## config.mk

```make
export PLATFORM = sky130hd
export DESIGN_NAME = elevator_scheduler
export DESIGN_NICKNAME = d
export VERILOG_FILES = /design/src/rtl/elevator_pkg.sv /design/src/rtl/elevator_timer.sv /design/src/rtl/elevator_scheduler.sv
export SDC_FILE = /design/constraint.sdc
export NUM_CORES = 1
export LEC_CHECK = 0
export CAP_MARGIN = 20
export CORE_UTILIZATION = 45
export CTS_CLUSTER_SIZE = 16
export DETAILED_ROUTE_END_ITERATION = 8
export GPL_TIMING_DRIVEN = 0
export PLACE_DENSITY = 0.65
export SETUP_SLACK_MARGIN = 0.1
export SYNTH_ARGS = -nofsm -noshare
export SYNTH_HDL_FRONTEND = slang
export SYNTH_SLANG_ARGS = --single-unit
```

## constraint.sdc

```tcl
create_clock -name clk -period 2.9 [get_ports clk]
set_input_delay 0.725 -clock clk [delete_from_list [all_inputs] [get_ports clk]]
set_output_delay 0.725 -clock clk [all_outputs]
set_load 0.005 [all_outputs]
```

## src/rtl/elevator_pkg.sv

```systemverilog
`default_nettype none
// ============================================================================
// Module      : elevator_pkg
// Description : Shared types and constants for the elevator scheduler:
//               FSM state encoding, default floor-index width and tick
//               counts, and request-search helpers.
// Revision    : 1.0 - initial release
// ============================================================================
package elevator_pkg;

    typedef enum logic [1:0] {
        IDLE = 2'd0,
        MOVE = 2'd1,
        DOOR = 2'd2
    } state_e;

    localparam int FLOOR_W          = 2;
    localparam int NUM_FLOORS_DEF   = 3;
    localparam int FLOOR_TICKS_DEF  = 100000000;
    localparam int DOOR_TICKS_DEF   = 200000000;

    // Helpers take a fixed-width request vector so one definition serves any
    // floor count; callers zero-extend their pending vector.
    localparam int MAX_FLOORS = 32;

    function automatic logic any_above(input logic [MAX_FLOORS-1:0] pend,
                                       input logic [31:0]           floor);
        logic found;
        found = 1'b0;
        for (int i = 0; i < MAX_FLOORS; i++) begin
            if ($unsigned(i) > floor) begin
                found = found | pend[i];
            end
        end
        return found;
    endfunction

    function automatic logic any_below(input logic [MAX_FLOORS-1:0] pend,
                                       input logic [31:0]           floor);
        logic found;
        found = 1'b0;
        for (int i = 0; i < MAX_FLOORS; i++) begin
            if ($unsigned(i) < floor) begin
                found = found | pend[i];
            end
        end
        return found;
    endfunction

endpackage
`default_nettype wire

```

## src/rtl/elevator_timer.sv

```systemverilog
`default_nettype none
// ============================================================================
// Module      : elevator_timer
// Description : Loadable down-counter shared by the travel and door phases.
//               expire is high during the cycle the count equals 1; the count
//               then parks at 0 until the next load.
// Ports       : clk, rst_n (async active-low), load, load_val[TIMER_W-1:0],
//               expire
// Revision    : 1.0 - initial release
// ============================================================================
module elevator_timer #(
    parameter int TIMER_W = 28
) (
    input  logic               clk,
    input  logic               rst_n,
    input  logic               load,
    input  logic [TIMER_W-1:0] load_val,
    output logic               expire
);

    logic [TIMER_W-1:0] count_q;
    logic [TIMER_W-1:0] count_d;

    always_comb begin
        count_d = count_q;
        if (load) begin
            count_d = load_val;
        end else if (count_q != '0) begin
            count_d = count_q - TIMER_W'(1);
        end
    end

    always_ff @(posedge clk or negedge rst_n) begin
        if (!rst_n) begin
            count_q <= '0;
        end else begin
            count_q <= count_d;
        end
    end

    assign expire = (count_q == TIMER_W'(1));

endmodule
`default_nettype wire

```

## src/rtl/elevator_scheduler.sv

```systemverilog
`default_nettype none
// ============================================================================
// Module      : elevator_scheduler
// Description : Call-button request latch and SCAN scheduler. Latches floor
//               calls, moves one floor per FLOOR_TICKS cycles toward pending
//               requests, holds the door for DOOR_TICKS cycles on service.
// Ports       : clk                      system clock
//               reset                    asynchronous active-low reset
//               call[NUM_FLOORS-1:0]     level call buttons, one per floor
//               cur_floor[FLOOR_W-1:0]   current floor index
//               dir_up                   travel / bias direction (1 = up)
//               moving                   high in MOVE
//               door_open                high in DOOR
//               arrive                   one-cycle pulse on each floor step
//               pending[NUM_FLOORS-1:0]  latched outstanding requests
// Revision    : 1.0 - initial release
// ============================================================================
module elevator_scheduler #(
    parameter int NUM_FLOORS  = elevator_pkg::NUM_FLOORS_DEF,
    parameter int FLOOR_W     = elevator_pkg::FLOOR_W,
    parameter int FLOOR_TICKS = elevator_pkg::FLOOR_TICKS_DEF,
    parameter int DOOR_TICKS  = elevator_pkg::DOOR_TICKS_DEF
) (
    input  logic                  clk,
    input  logic                  reset,
    input  logic [NUM_FLOORS-1:0] call,
    output logic [FLOOR_W-1:0]    cur_floor,
    output logic                  dir_up,
    output logic                  moving,
    output logic                  door_open,
    output logic                  arrive,
    output logic [NUM_FLOORS-1:0] pending
);

    import elevator_pkg::*;

    localparam int MAX_TICKS = (FLOOR_TICKS > DOOR_TICKS) ? FLOOR_TICKS : DOOR_TICKS;
    localparam int TIMER_W   = $clog2(MAX_TICKS + 1);
    localparam logic [TIMER_W-1:0] FLOOR_LOAD = TIMER_W'(FLOOR_TICKS);
    localparam logic [TIMER_W-1:0] DOOR_LOAD  = TIMER_W'(DOOR_TICKS);

    state_e                  state_q, state_d;
    logic [FLOOR_W-1:0]      floor_q, floor_d;
    logic                    dir_q, dir_d;
    logic [NUM_FLOORS-1:0]   pend_q, pend_d;
    logic                    arrive_q, arrive_d;

    logic                    w_timer_load;
    logic [TIMER_W-1:0]      w_timer_val;
    logic                    w_timer_expire;
    logic [NUM_FLOORS-1:0]   w_clr;
    logic [FLOOR_W-1:0]      w_next_floor;
    logic [MAX_FLOORS-1:0]   w_pend_ext;
    logic                    w_req_above, w_req_below;
    logic                    w_next_above, w_next_below;

    assign w_pend_ext   = MAX_FLOORS'(pend_q);
    assign w_next_floor = dir_q ? (floor_q + FLOOR_W'(1)) : (floor_q - FLOOR_W'(1));
    assign w_req_above  = any_above(w_pend_ext, 32'(floor_q));
    assign w_req_below  = any_below(w_pend_ext, 32'(floor_q));
    assign w_next_above = any_above(w_pend_ext, 32'(w_next_floor));
    assign w_next_below = any_below(w_pend_ext, 32'(w_next_floor));

    always_comb begin
        state_d      = state_q;
        floor_d      = floor_q;
        dir_d        = dir_q;
        arrive_d     = 1'b0;
        w_timer_load = 1'b0;
        w_timer_val  = FLOOR_LOAD;
        w_clr        = '0;

        case (state_q)
            IDLE: begin
                if (pend_q[floor_q]) begin
                    state_d      = DOOR;
                    w_clr        = NUM_FLOORS'(1) << floor_q;
                    w_timer_load = 1'b1;
                    w_timer_val  = DOOR_LOAD;
                end else if (w_req_above && (dir_q || !w_req_below)) begin
                    dir_d        = 1'b1;
                    state_d      = MOVE;
                    w_timer_load = 1'b1;
                end else if (w_req_below) begin
                    dir_d        = 1'b0;
                    state_d      = MOVE;
                    w_timer_load = 1'b1;
                end
            end

            MOVE: begin
                if (w_timer_expire) begin
                    // Step and decide at the new floor in the same cycle so a
                    // through-run carries straight on with no IDLE gap.
                    floor_d  = w_next_floor;
                    arrive_d = 1'b1;
                    if (pend_q[w_next_floor]) begin
                        state_d      = DOOR;
                        w_clr        = NUM_FLOORS'(1) << w_next_floor;
                        w_timer_load = 1'b1;
                        w_timer_val  = DOOR_LOAD;
                    end else if (dir_q ? w_next_above : w_next_below) begin
                        w_timer_load = 1'b1;
                    end else begin
                        state_d = IDLE;
                    end
                end
            end

            DOOR: begin
                // Calls at the serviced floor are swallowed for the whole
                // hold and never extend it.
                w_clr = NUM_FLOORS'(1) << floor_q;
                if (w_timer_expire) begin
                    state_d = IDLE;
                end
            end

            default: begin
                state_d = IDLE;
            end
        endcase

        pend_d = (pend_q | call) & ~w_clr;
    end

    always_ff @(posedge clk or negedge reset) begin
        if (!reset) begin
            state_q  <= IDLE;
            floor_q  <= '0;
            dir_q    <= 1'b1;
            pend_q   <= '0;
            arrive_q <= 1'b0;
        end else begin
            state_q  <= state_d;
            floor_q  <= floor_d;
            dir_q    <= dir_d;
            pend_q   <= pend_d;
            arrive_q <= arrive_d;
        end
    end

    elevator_timer #(
        .TIMER_W (TIMER_W)
    ) u_timer (
        .clk      (clk),
        .rst_n    (reset),
        .load     (w_timer_load),
        .load_val (w_timer_val),
        .expire   (w_timer_expire)
    );

    assign cur_floor = floor_q;
    assign dir_up    = dir_q;
    assign moving    = (state_q == MOVE);
    assign door_open = (state_q == DOOR);
    assign arrive    = arrive_q;
    assign pending   = pend_q;

endmodule
`default_nettype wire

```

* Word-level counts from Yosys, hierarchy flattened
Cells that the tools add are included.
** Word-level totals
- Bits in registers :: 37
- Logic and storage cells :: 95
** Operators by class
- Add/sub/neg operators :: 3
- Order comparisons :: 12
- Equal/unequal tests :: 7
- Shifts and indexed selects :: 2
- Mux-type cells :: 45
- Bitwise operators :: 10
- Reductions and logical operators :: 10
** Operators with widths (number)
- 28-bit 2-to-1 mux :: 5
- 28-bit case mux with 2 select lines :: 1
- 28-bit by 1-bit == test with 1-bit output (second input constant) :: 1
- 28-bit nonzero test :: 1
- 28-bit by 1-bit subtractor with 28-bit output (second input constant) :: 1
- 1-bit 2-to-1 mux :: 23
- 2-bit 2-to-1 mux :: 8
- 3-bit 2-to-1 mux :: 3
- 3-bit case mux with 3 select lines :: 1
- 1-bit by 2-bit less-than comparator with 1-bit output (first input constant) :: 4
- 2-bit by 3-bit less-than comparator with 1-bit output (second input constant) :: 2
- 1-bit OR :: 6
- 2-bit case mux with 3 select lines :: 1
- 1-bit by 2-bit << shifter with 3-bit output (first input constant) :: 2
- 1-bit binary-select mux with 2-bit select :: 2
- 1-bit by 2-bit greater-than comparator with 1-bit output (first input constant) :: 2
- 2-bit greater-than comparator (first input constant) :: 2
- 2-bit less-than comparator (first input constant) :: 2
- 2-bit by 1-bit inequality test with 1-bit output (second input constant) :: 2
- 4-bit inequality test (second input constant) :: 1
- 4-bit AND reduction :: 1
- 2-bit nonzero test :: 2
- 3-bit AND :: 1
- 3-bit inequality test (second input constant) :: 1
- 14 further kinds :: 14

* Longest topological paths before layout
- Depth after elaboration :: 14
- Mapped depth :: 9
- Mapped depth without buffers :: 8

* By module
A second synthesis with hierarchy kept.
** Second synthesis, totals
- Cell total of the unflattened synthesis :: 260
- Area total of the unflattened synthesis :: 2411.1 um^2
** By module, submodules not included
- elevator_timer :: instances 1, cells each 183, area each 1746.7 um^2, sequential area each 700.7 um^2
- elevator_scheduler :: instances 1, cells each 77, area each 664.4 um^2, sequential area each 226.5 um^2

* Least setup slack after synthesis
OpenSTA, ideal clock, no wires.
- Path kind :: register -> register
- From :: reg floor_q[1] (netlist: cur_floor[1])
- To :: reg u_timer.count_q[17]
- Arrival time :: 2.155 ns
- Path slack :: 0.606 ns
- Cell stages (with the launch flop) :: 8
- Period minus slack after synthesis :: 2.294 ns
- Cells stage by stage :: dfrtp_1 inv_1 ha_1 xor2_1 mux2_2 a22oi_1 o22a_1 o21ai_0
** Between the ends
- Longest elaborated chain between the ends :: 14
- Elaborated cells between the ends (all ways) :: 50
- Those cells by class :: add/sub (2); order compare (10); mux (28); bitwise (6); reduce/logical (4)
** RTL lines
- from (decl) :: line elevator_scheduler.sv:43 : logic [FLOOR_W-1:0] floor_q, floor_d;
- from (signal assigned) :: line elevator_scheduler.sv:136 : floor_q <= floor_d;
- 2-bit by 1-bit subtractor with 2-bit output / 2-bit by 1-bit adder with 2-bit output (equally long branches) :: line elevator_scheduler.sv:58 : assign w_next_floor = dir_q ? (floor_q + FLOOR_W'(1)) : (floor_q - FLOOR_W'(1));
- 2-bit 2-to-1 mux :: line elevator_scheduler.sv:58
- 1-bit by 2-bit less-than comparator with 1-bit output :: line elevator_pkg.sv:43 : if ($unsigned(i) < floor) begin
- 1-bit 2-to-1 mux :: line elevator_pkg.sv:43
- 1-bit OR :: line elevator_pkg.sv:44 : found = found | pend[i];
- 1-bit 2-to-1 mux :: line elevator_pkg.sv:43
- 1-bit OR :: line elevator_pkg.sv:44
- 1-bit 2-to-1 mux :: line elevator_pkg.sv:43
- 1-bit 2-to-1 mux (2 in series) :: line elevator_scheduler.sv:102 : end else if (dir_q ? w_next_above : w_next_below) begin
- 1-bit 2-to-1 mux :: line elevator_scheduler.sv:97 : if (pend_q[w_next_floor]) begin
- 1-bit 2-to-1 mux :: line elevator_scheduler.sv:92 : if (w_timer_expire) begin
- 1-bit case mux with 2 select lines :: line elevator_scheduler.sv:73 : case (state_q)
- 28-bit 2-to-1 mux / 2-bit nonzero test (equally long branches)
- to (signal assigned) :: line elevator_timer.sv:37 : count_q <= count_d;
- to (decl) :: line elevator_timer.sv:21 : logic [TIMER_W-1:0] count_q;
Parallel ways exist; a longest one is shown, timed or not. The select of a mux whose other input is x is not followed.
A chain may end at the register's enable or synchronous reset.

* Worst setup path after layout
Same ends and word-level chain as after synthesis.

==> flow_metrics.py <==
metrics = {
    "grt": {
        "grt_pass1_wl_um": 8340,
        "grtUsageTotal": 0.209,
        "overflow": 0,
        "grt_use_met3": 0.0389,
        "grt_max_degree": 38,
        "antenna_found_initial": 0,
        "grt_use_met1": 0.307,
        "grt_busiest_layer": "met2",
        "gr-usage-met2": 0.307,
        "grt_pass1_vias": 1664,
    },
    "place": {
        "placed_area_um2": 2450,
        "place_congestion": 0.779,
        "portBuffers": 13,
        "place_hpwl_um": 3350,
    },
    "clock_tree": {
        "cts_made_buffers": 5,
        "clock-sinks": 37,
        "cts_root_buffer": "clkbuf_8",
        "path_clk_slew_ps": 80,
        "clkLatencyLatePin_ps": 300,
        "clockBufferDepth": 2,
        "htree_levels": 2,
        "postCtsSetupBuffers": 0,
        "cts_tree": "yes",
    },
    "yosys": {
        "synth-warning-count": 0,
        "synth_flop_cell": "dfrtp_1",
        "synth_compound_area_frac": 0.156,
        "ys_seq_area_frac": 0.414,
        "ys_ff_latch": 37,
        "synth_fa_ha_area_frac": 0.0391,
        "synth_edf_count": 0,
        "synth_xor_area_frac": 0.0821,
        "synth-simple-area-share": 0.272,
        "syn-cell-area_um2": 2240,
        "async_reset_ff_frac": 1.00,
        "synth_top_family_by_area": "simple AND/OR/NAND/NOR gates",
        "ys_types": 54,
        "synthesis.nets": 247,
        "netlist_instances": 235,
        "avgSynthCellArea_um2": 9.54,
        "synthMuxAreaShare": 0.0145,
    },
    "power_and_ir_drop": {
        "ir_worst_vdd_mv": 0.442,
        "switching_share": 0.404,
        "clock_power_share": 0.213,
        "net-switching-power_mw": 0.879,
        "total_power_mw": 2.18,
        "powerDensity_nw_per_um2": 846,
        "power.share.sequential": 0.395,
        "p_int_mw": 1.30,
        "combPwrFrac": 0.392,
        "total_leakage_power_nw": 0.956,
    },
    "worst_setup_path": {
        "worstSetupPathType": "reg -> reg",
        "slowest_delay_ps": 520,
        "cp.required_ps": 3060,
        "r2r_start": "cur_floor[1]",
        "cp.arrival_ps": 2750,
        "worstPathMaxFanout": 9,
        "crit_family": "compound AO/OA/AOI/OAI gates",
        "reg2reg_depth": 7,
        "cp_slowest_cell": "dfrtp_1",
        "worst_r2r_endpoint": "u_timer.count_q[17]",
        "worstSetupEndpointType": "flop",
        "rrSetupSlack_ps": 320,
        "path_buf_inv": 1,
        "path_cells": "inv_1, ha_1, xor2_2, mux2_2, a22oi_1, o22a_1, o21ai_0",
        "crit_path_start_kind": "flop",
    },
    "detailed_routing": {
        "viasPerCell": 5.58,
        "ant_nets": 0,
        "first_pass_iters": 4,
        "wirelength_um": 4910,
        "vias": 1803,
        "wire_per_inst_um": 15.2,
        "drt-initial-drc-count": 106,
        "drc": 0,
    },
    "sta": {
        "max-slew-margin-rel": 0.428,
        "tightest_slew_ps": 858,
        "timing.final.crit_period_ps": 2580,
        "report.final.slew_viol_count": 0,
        "post-route-period-util": 0.891,
        "fin_worst_skew_ps": 9.61,
        "hold_viol_final": 0,
        "timing.hold.ws_ps": 531,
        "max_freq_mhz": 387,
        "fin_setup_tns_ps": 0,
        "setup_viol": 0,
        "rsz0062_at_grt": "no",
    },
    "floorplanning": {
        "core-area_um2": 4750,
        "die_area_um2": 5270,
        "start_util": 0.471,
        "chipWidth_um": 72.6,
        "ioPinCount": 14,
        "die-height_um": 72.6,
        "rows": 25,
    },
    "job": {
        "maxCapViolations": 0,
    },
    "finish": {
        "final_cell_mix": "dfrtp_1, nand2_1, nor2_1",
        "antennaDiodeCount": 0,
        "layout-drive-gt1-share": 0.137,
        "nNetsFinal": 267,
        "finish.instance_area_um2": 2570,
        "final_common_cell": "dfrtp_1",
        "area_growth_pct": 14.8,
    },
    "status": {
        "status": "finished clean",
    },
    "hold_path": {
        "min_path_type": "in -> async",
    },
}
[worst max-delay path by stage]
stage	start	end	slack, ps	depth (start not counted)
2_1_floorplan	cur_floor[1]	u_timer.count_q[17]	610	7
3_3_place_gp	reset	u_timer.count_q[14]	140	1
3_5_place_dp	cur_floor[1]	u_timer.count_q[17]	240	7
4_1_cts	cur_floor[1]	u_timer.count_q[17]	220	7
5_1_grt	cur_floor[1]	u_timer.count_q[9]	140	7
6_report	cur_floor[1]	u_timer.count_q[17]	320	7
[cell usage after synthesis, types with 2 or more instances]
master | instances | area [µm²]
a31oi_1 | 2 | 12.5
nor3_4 | 2 | 32.5
a21oi_1 | 13 | 65.1
mux2_2 | 2 | 22.5
buf_2 | 4 | 20.0
nand2b_1 | 4 | 25.0
nor2b_1 | 2 | 12.5
a22oi_1 | 2 | 15.0
nor4_4 | 2 | 42.5
o21ai_0 | 15 | 75.1
nor2_1 | 22 | 82.6
dfrtp_1 | 36 | 901
nand2_1 | 24 | 90.1
xnor2_1 | 13 | 114
xor2_1 | 8 | 70.1
or3_1 | 6 | 37.5
nor3_1 | 12 | 60.1
a21boi_0 | 2 | 15.0
o22a_1 | 2 | 17.5
nand3_1 | 8 | 40.0
a211o_1 | 2 | 17.5
nor4_1 | 5 | 31.3
ha_1 | 7 | 87.6
a21o_1 | 2 | 15.0
nor4_2 | 3 | 37.5
inv_1 | 7 | 26.3
[layer usage]
metal | wire [µm] | up-vias
li1 | - | 891
met1 | 2450 | 871
met2 | 2220 | 34
met3 | 171 | 7
met4 | 72 | 0
met5 | 0 | -
[kinds of logic after synthesis]
kind of cell,Yosys count
buffers and inverters,12
AOI/OAI and AO/OA,52
xor gates and xnor gates,21
muxes,3
and+or+nand+nor,103
DFF,37
adders and majority gates,7
[repair_timing]
action	4_1_cts	5_1_grt
setup endpoints to repair	0	5
gates resized for setup	0	1
hold buffers	0	0
endpoints found under the hold margin	0	0
[power groups by stage]
stage / Sequential [mW] / Clock, mW / Combinational (mW)
after floorplan: 0.826 / 0 / 0.636
after global placement: 0.861 / 0 / 0.835
after detailed placement: 0.863 / 0 / 0.846
after CTS: 0.855 / 0.473 / 0.850
after global routing: 0.886 / 0.499 / 0.966
final: 0.859 / 0.464 / 0.852
[state kept, by name, summed over array words and instances, names as in the netlist]
| register | flops |
|---|---|
| cur_floor | 2 |
| u_timer.count_q | 28 |
| state_q | 2 |
| pending | 3 |
| dir_up | 1 |
| arrive | 1 |
[metrics by stage]
step           std cells   util  worst slack, ps
2_1_floorplan        235      -              606
3_3_place_gp         315  0.516              137
3_5_place_dp         315  0.515              238
4_1_cts              323  0.539              222
5_1_grt              323  0.541              140
6_report             323  0.541              316
[final cells by class]
type | count | area [µm²]
fill | 456 | 2180
clock inverter | 3 | 46.3
clock buffer | 5 | 68.8
sequential | 37 | 927
tap | 67 | 83.8
multi-input combinational | 186 | 1270
inverter | 7 | 26.3
timing repair buffer | 13 | 125
buffer | 5 | 23.8
(Power assumes the default switching activity.)
